`src/rtl/alu_pkg.sv`:
```
// Shared definitions for the opermux ALU and its op sequencer: selector codes
// and the sequencer state encoding.
package alu_pkg;

  localparam logic [3:0] SEL_ADD  = 4'b0000;
  localparam logic [3:0] SEL_SUB  = 4'b0001;
  localparam logic [3:0] SEL_SHL  = 4'b0010;
  localparam logic [3:0] SEL_ASR  = 4'b0011;
  localparam logic [3:0] SEL_AND  = 4'b0100;
  localparam logic [3:0] SEL_OR   = 4'b0101;
  localparam logic [3:0] SEL_XOR  = 4'b0110;
  localparam logic [3:0] SEL_MOVB = 4'b1110;
  localparam logic [3:0] SEL_LOAD = 4'b1111;

  typedef enum logic [2:0] {
    ST_IDLE    = 3'd0,
    ST_ISSUE   = 3'd1,
    ST_WAIT    = 3'd2,
    ST_CAPTURE = 3'd3,
    ST_FINISH  = 3'd4
  } seq_state_e;

endpackage

```
`src/rtl/alu_prog_mem.sv`:
```
// Program store for the ALU op sequencer: DEPTH slots of {selector, operand},
// one synchronous write port, asynchronous read. Contents survive reset.
module alu_prog_mem #(
  parameter int DEPTH = 16,
  parameter int DW    = 8,
  localparam int PW   = $clog2(DEPTH)
) (
  input  logic          clk,
  input  logic          we,
  input  logic [PW-1:0] waddr,
  input  logic [3:0]    wsel,
  input  logic [DW-1:0] wdata,
  input  logic [PW-1:0] raddr,
  output logic [3:0]    rsel,
  output logic [DW-1:0] rdata
);

  logic [DW+3:0] mem [DEPTH];

  always_ff @(posedge clk) begin
    if (we) begin
      mem[waddr] <= {wsel, wdata};
    end
  end

  always_comb begin
    {rsel, rdata} = mem[raddr];
  end

endmodule

```
`src/rtl/alu_op_sequencer.sv`:
```
// Initiator-side controller for the opermux ALU: stores a short op program,
// replays it on start and streams each captured ALU result.
module alu_op_sequencer
  import alu_pkg::*;
#(
  parameter int DEPTH  = 16,
  parameter int SETTLE = 2,
  parameter int DW     = 8,
  localparam int PW    = $clog2(DEPTH)
) (
  input  logic          clk,
  input  logic          reset,
  input  logic          prog_we,
  input  logic [3:0]    prog_sel,
  input  logic [DW-1:0] prog_data,
  input  logic          prog_clear,
  input  logic          start,
  output logic          busy,
  output logic          done,
  output logic          prog_full,
  output logic [PW:0]   prog_count,
  output logic [3:0]    alu_sel,
  output logic [DW-1:0] alu_data_in,
  output logic          alu_enable,
  input  logic [DW-1:0] alu_y,
  output logic [DW-1:0] result,
  output logic          result_valid,
  output logic [PW-1:0] result_idx
);

  localparam int            SW          = (SETTLE > 1) ? $clog2(SETTLE) : 1;
  localparam logic [SW-1:0] SETTLE_LOAD = SW'(SETTLE - 1);
  localparam logic [PW:0]   FULL_COUNT  = (PW + 1)'(DEPTH);

  seq_state_e    state_q, state_d;
  logic [PW:0]   count_q;
  logic [PW-1:0] rd_ptr_q;
  logic [SW-1:0] settle_q;
  logic [3:0]    slot_sel;
  logic [DW-1:0] slot_data;
  logic          at_last;
  logic          mem_we;
  logic          prog_ok, accept_start, do_issue, do_capture, do_finish;

  assign prog_full  = (count_q == FULL_COUNT);
  assign prog_count = count_q;
  assign at_last    = ({1'b0, rd_ptr_q} == count_q - (PW + 1)'(1));
  assign mem_we     = prog_ok && prog_we && !prog_clear && !prog_full && !reset;

  alu_prog_mem #(
    .DEPTH(DEPTH),
    .DW   (DW)
  ) u_mem (
    .clk  (clk),
    .we   (mem_we),
    .waddr(count_q[PW-1:0]),
    .wsel (prog_sel),
    .wdata(prog_data),
    .raddr(rd_ptr_q),
    .rsel (slot_sel),
    .rdata(slot_data)
  );

  always_ff @(posedge clk) begin
    if (reset) begin
      state_q <= ST_IDLE;
    end else begin
      state_q <= state_d;
    end
  end

  always_comb begin
    state_d = state_q;
    unique case (state_q)
      ST_IDLE: begin
        if (start) begin
          state_d = (count_q != '0) ? ST_ISSUE : ST_FINISH;
        end
      end
      ST_ISSUE:   state_d = ST_WAIT;
      ST_WAIT: begin
        if (settle_q == '0) begin
          state_d = ST_CAPTURE;
        end
      end
      ST_CAPTURE: state_d = at_last ? ST_FINISH : ST_ISSUE;
      ST_FINISH:  state_d = ST_IDLE;
      default:    state_d = ST_IDLE;
    endcase
  end

  always_comb begin
    prog_ok      = (state_q == ST_IDLE);
    accept_start = prog_ok && start;
    do_issue     = (state_q == ST_ISSUE);
    do_capture   = (state_q == ST_CAPTURE);
    do_finish    = (state_q == ST_FINISH);
  end

  // Strobes are registered one cycle behind the state that raises them, so the
  // ALU sees enable together with the freshly loaded selector/operand.
  always_ff @(posedge clk) begin
    if (reset) begin
      count_q      <= '0;
      rd_ptr_q     <= '0;
      settle_q     <= '0;
      busy         <= 1'b0;
      done         <= 1'b0;
      result_valid <= 1'b0;
      alu_enable   <= 1'b0;
      alu_sel      <= '0;
      alu_data_in  <= '0;
      result       <= '0;
      result_idx   <= '0;
    end else begin
      alu_enable   <= do_issue;
      result_valid <= do_capture;
      done         <= do_finish;

      if (prog_ok) begin
        if (prog_clear) begin
          count_q <= '0;
        end else if (prog_we && !prog_full) begin
          count_q <= count_q + (PW + 1)'(1);
        end
      end

      if (accept_start) begin
        busy     <= 1'b1;
        rd_ptr_q <= '0;
      end
      if (do_finish) begin
        busy <= 1'b0;
      end

      if (do_issue) begin
        alu_sel     <= slot_sel;
        alu_data_in <= slot_data;
        settle_q    <= SETTLE_LOAD;
      end else if (state_q == ST_WAIT && settle_q != '0) begin
        settle_q <= settle_q - SW'(1);
      end

      if (do_capture) begin
        result     <= alu_y;
        result_idx <= rd_ptr_q;
        if (!at_last) begin
          rd_ptr_q <= rd_ptr_q + PW'(1);
        end
      end
    end
  end

endmodule

```
`config.mk`:
```
export PLATFORM = sky130hd
export DESIGN_NAME = alu_op_sequencer
export DESIGN_NICKNAME = d
export VERILOG_FILES = /design/src/rtl/alu_pkg.sv /design/src/rtl/alu_prog_mem.sv /design/src/rtl/alu_op_sequencer.sv
export SDC_FILE = /design/constraint.sdc
export NUM_CORES = 1
export LEC_CHECK = 0
export ABC_AREA = 1
export BUFFER_PORTS_ARGS = -buffer_cell sky130_fd_sc_hd__clkbuf_2
export CORE_UTILIZATION = 32
export CTS_CLUSTER_SIZE = 16
export DETAILED_ROUTE_END_ITERATION = 8
export PLACE_DENSITY = 0.49
export SETUP_SLACK_MARGIN = 0.15
export SLEW_MARGIN = 0
export SYNTH_ARGS = -nofsm -noshare
export SYNTH_HDL_FRONTEND = slang
export SYNTH_SLANG_ARGS = --single-unit
```
`constraint.sdc`:
```
create_clock -name clk -period 5.25 [get_ports clk]
set_clock_uncertainty 0.1 [all_clocks]
set_input_delay 0.2625 -clock clk [delete_from_list [all_inputs] [get_ports clk]]
set_output_delay 0.2625 -clock clk [all_outputs]
set_load 0.05 [all_outputs]
```
; ---- Yosys cells after proc, flatten, opt, wreduce, memory -nomap -nowiden
; Memories as Yosys holds them, arrays and structs flattened. A register that Yosys moved wholly into a read port is not among the register bits.
; Cells that the tools add are included.
[totals]
elab_cells = 54
register_bits = 29
memories = 1
ramBits = 192
[memory_table]
columns = memory, depth, width, rd, rd_ports_with_merged_regs, write_ports, line
row1 = u_mem.mem, 16, 12, 1, 1, 1, alu_prog_mem.sv:18  ; logic [DW+3:0] mem [DEPTH];
[classes]
n_eq_ne = 8
n_addsub = 4
n_reduce_logical = 17
n_mux = 14
[op_table]
columns = op, count
row1 = 3-bit 2-to-1 mux, 4
row2 = 4-bit 2-to-1 mux, 3
row3 = 3-bit case mux with 4 select lines, 1
row4 = 5-bit 2-to-1 mux, 2
row5 = 1-bit logical AND, 7
row6 = 3-bit by 2-bit == test with 1-bit output (second input constant), 2
row7 = 5-bit by 1-bit adder with 5-bit output (second input constant), 1
row8 = 4-bit by 5-bit == test with 1-bit output, 1
row9 = 5-bit == test (second input constant), 1
row10 = 5-bit nonzero test, 1
row11 = 5-bit by 1-bit subtractor with 5-bit output (second input constant), 1
row12 = 4-bit by 1-bit adder with 4-bit output (second input constant), 1
row13 = 1-bit 2-to-1 mux, 4
row14 = 2-bit != test (second input constant), 2
row15 = 2-bit AND reduction, 2
row16 = 2-bit nonzero test, 2
row17 = 3-bit by 1-bit == test with 1-bit output (second input constant), 1
row18 = 3-bit == test (second input constant), 1
row19 = 1-bit zero test, 3
row20 = 3-bit zero test, 1
row21 = 2-bit OR reduction, 1
row22 = 1-bit subtractor (second input constant), 1

; ---- Longest topological paths before layout
[depth]
ltp_word = 7
ltp_mapped = 12
ltp_nobuf = 12

; ---- By module
; Synthesis repeated with hierarchy kept, for this count alone.
[unflattened]
hier_cells = 1052
area_unflattened_um2 = 10178.5
[modules_own_cells]
columns = mod, area_each_um2, cells_per_inst, instances
row1 = alu_prog_mem, 8321.7, 801, 1
row2 = alu_op_sequencer, 1856.8, 251, 1

; ---- Worst setup path after synthesis
; OpenSTA, ideal clock, no wires.
[synth_timing]
path_type = flip-flop to flip-flop
from = register count_q[0], in the netlist prog_count[0]
to = memory u_mem.mem[1][0] in the netlist's numbering (enable)
t_required_ps = 4770
arrival_ps = 2433
path_slack_ps = 2336
stages_incl_launch_ff = 12
synth_period_minus_slack_ps = 2914
cell_sequence = dfxtp_1 -> inv_1 -> ha_1 -> nand2_2 -> inv_2 -> nand2_2 -> nand2_2 -> nor3_4 -> nand2_2 -> clkinv_2 -> nand2_2 -> nor2_1
[synth_via]
elab_chain_cells = 6
[synth_lines]
columns = item, line
row1 = start: declaration, alu_op_sequencer.sv:36  ; logic [PW:0] count_q;
row2 = start signal: assignment, alu_op_sequencer.sv:124  ; count_q <= count_q + (PW + 1)'(1);
row3 = 5-bit == test, alu_op_sequencer.sv:45  ; assign prog_full = (count_q == FULL_COUNT);
row4 = 1-bit zero test, alu_op_sequencer.sv:48  ; assign mem_we = prog_ok && prog_we && !prog_clear && !prog_full && !reset;
row5 = 1-bit logical AND (2 in series), alu_op_sequencer.sv:48
row6 = 1-bit 2-to-1 mux, alu_prog_mem.sv:21  ; if (we) begin
row7 = 1-bit 2-to-1 mux (not written as such), alu_prog_mem.sv:22  ; mem[waddr] <= {wsel, wdata};
row8 = end: declaration, alu_prog_mem.sv:18
; Parallel ways exist; a longest one is shown, timed or not.

; ---- Worst setup path after layout
[layout_timing]
from = register count_q[0], in the netlist prog_count[0]
to = memory u_mem.mem[3][11] in the netlist's numbering (enable)
; Same word-level chain as after synthesis.

==> metrics.md <==
| Metric | Value |
|---|---|
| Status | finished clean |
| Drt pass-1 iters | 5 |
| Mapped Cells | 880 |
| VDD IR max | 0.201 mV |
| Number of remaining DRC errors | 0 |
| Commonest non-fill, non-tap cell in the layout | nor2_1 |
| CP Class | reg -> reg |
| Via count | 6550 |
| Final net count | 981 |
| WL final | 26.1 mm |
| Avg Cell Area, Syn | 10.9 µm² |
| Starting Density | 32.4% |
| Core box area | 29600 µm² |
| Crit share post-route | 58.3% |
| Hold Path Class | in -> reg |
| Cell Rows | 63 |
| R2r worst-path depth | 12 |
| Commonest non-fill, non-tap cells in the layout | nor2_1 (218), edfxtp_1 (192), nand3_1 (98) |
| Crit path required time | 5380 ps |
| Design Power | 0.00398 W |
| Crit path DAT | 3190 ps |
| Crit-path max FO | 8 |
| Clock Latency Late Sink | 530 ps |
| Worst-Margin Slew | 1050 ps |
| Resized Gates After CTS | 0 |
| H-tree Lvls | 1 |
| Routability congestion estimate | 0.757 |
| Rel. slew slack | 30.1% |
| Most used cell, CP | nand2_2 |
| Syn_nets | 910 |
| CP max-delay cell | nor2_1 |
| Hpwl dp | 14.6 mm |
| FF-to-FF Start | prog_count[0] |
| Setup-failing EPs final | 0 |
| Vias per cell | 4.82 |
| Initial antenna violation count | 0 |
| Post-synthesis sequential area ratio | 68.7% |
| Hold path start | prog_we |
| Worst Setup End Kind | flop |
| Pleak | 4.11 nW |
| I/O Buffers | 58 |
| Sink Count | 233 |
| Internal reg-to-reg setup slack | 2190 ps |
| GRT Total Usage | 17.4% |
| Synth Register Bits | 233 |
| PwrDens | 355 nW/µm² |
| RR Endpoint | u_mem.mem[3][11] |
| Die Y | 175 µm |
| Post-CTS Setup Inserts | 0 |
| Clock period minus worst slack | 3060 ps |
| Count of different cell masters after synthesis | 28 |
| First-pass GRT wire length | 39.7 mm |
| Post-route ant nets | 0 |
| Post-Syn Area | 9590 µm² |
| Die width | 175 µm |
| Num CTS Buffers | 25 |
| WHS Endpoint | prog_count[2] |
| Hold Path Cell Cnt | 5 |
| Drt wl/cell | 19.2 µm |
| Ratio of cells with drive above 1 in the final layout | 15.2% |
| Cell breakdown of the critical path | inv_1 -> ha_1 -> nand2_2 -> inv_2 -> nand2_2 -> nand2_2 -> nor3_4 -> nand2_2 -> clkinv_2 -> nand2_2 -> nor2_1 -> buf_4 |
| Hold_buf cts | 10 |
| Worst path max stage delay | 630 ps |
| Total congestion overflow | 0 |
| Full die area | 30700 µm² |
| Reg clk slew, reported paths | 60 ps |
| IO Pins | 59 |
| Max Freq | 327 MHz |
| Startpoint Class | flop |
| Clk root buf | clkbuf_16 |
| Area Growth Syn to Fin | 16.9% |
| Slew Limit Fails | 0 |
| Clk buf depth | 3 |
| Vias in the first global route | 6289 |
| Synth warn | 0 |
| Max-cap violations | 0 |
| Fin. Hold Viols | 0 |
| Ant. Diodes | 0 |
| Largest net degree at the start of global routing | 90 |
| RSZ-0062 raised after global routing | no |
| DRT iter0 DRCs | 580 |
| CTS tree | done |
| Final TNS setup | 0 ps |
[critical path, delay by kind of cell, from the launching register on]
kind	cells	cell delay (ps)
and+or+nand+nor	7	1270
buffers and inverters	4	640
DFF	1	480
adders and majority gates	1	300
[final cells by class]
cell class | instances | area (µm²)
fill | 2930 | 18300
timing repair buffer | 93 | 578
inverter | 49 | 185
tap | 390 | 488
clock buffer | 35 | 708
multi-input combinational | 549 | 2550
sequential | 233 | 6590
clock inverter | 11 | 105
[metal layers]
layer	track usage (%)	vias to the layer above	share of wire (%)
met4	4.89	0	2.2
li1	-	3167	-
met2	27.0	147	44
met3	2.46	34	4.3
met5	0	-	0
met1	25.3	3202	49
[state kept, by name, summed over array words and instances (netlist names)]
signal and flops:
busy 1, result_idx 4, settle_q 1, done 1, alu_data_in 8, alu_enable 1
result 8, u_mem.mem 192, prog_count 5, alu_sel 4, state_q 3, rd_ptr_q 4
result_valid 1
[cells in the mapped netlist]
library cell  number  area share, %
nand3_1           98            5.1
dfxtp_1           41            8.6
buf_1              9           0.35
buf_2             13           0.68
buf_6              5           0.59
nand2_1           72            2.8
nor2_2             1          0.065
edfxtp_1         192             60
o21a_1            12           0.94
a21oi_1           11           0.57
ha_1               5           0.65
nor3_4             1           0.17
inv_2              6           0.23
o21ai_2            1          0.091
o211ai_1          12           0.94
nand2_4            1           0.12
clkinv_2           1          0.052
o21ai_0           77            4.0
nor3_2             2           0.21
nand2_2            9           0.59
xor2_1             4           0.37
clkbuf_1          13           0.51
inv_1             42            1.6
nor2_1           218            8.5
o22ai_1            1          0.065
nor2_4             1           0.12
buf_4              9           0.70
o21ai_1           23            1.2
[logic make-up after synthesis]
family	Yosys count	share of synthesized area [%]
AOI/OAI and AO/OA	137	7.83
xor gates and xnor gates	4	0.365
buffers and inverters	98	4.76
DFF	233	68.7
adders and majority gates	5	0.652
and+or+nand+nor	403	17.7
[stage by stage]
step	instances	cell area (µm²)	setup WS, ps	utilization, %	hold WS, ps
2_1_floorplan	880	9590	2340	-	261
4_1_cts	1360	11200	2180	37.9	3.96
5_1_grt	1360	11200	1950	37.9	34.1
6_report	1360	11200	2190	37.9	19.0
3_3_place_gp	1304	10300	2300	34.8	344
3_5_place_dp	1304	10300	2180	34.8	353
[power breakdown]
part           internal (W)  switching (W)
Combinational     0.0000522       0.000141
Sequential          0.00202      0.0000176
Clock               0.00104       0.000715
Total               0.00311       0.000874
[how the worst max path moves through the flow]
stage	startpoint	end	slack (ps)	cells past startpoint
finish	prog_count[0]	u_mem.mem[3][11]	2190	12
global placement	prog_count[0]	u_mem.mem[3][4]	2300	12
detailed placement	prog_count[0]	u_mem.mem[3][3]	2180	12
global route	prog_count[0]	u_mem.mem[3][1]	1950	12
floorplan	prog_count[0]	u_mem.mem[1][0]	2340	11
CTS	prog_count[0]	u_mem.mem[3][1]	2180	12
(Power assumes the default switching activity.)
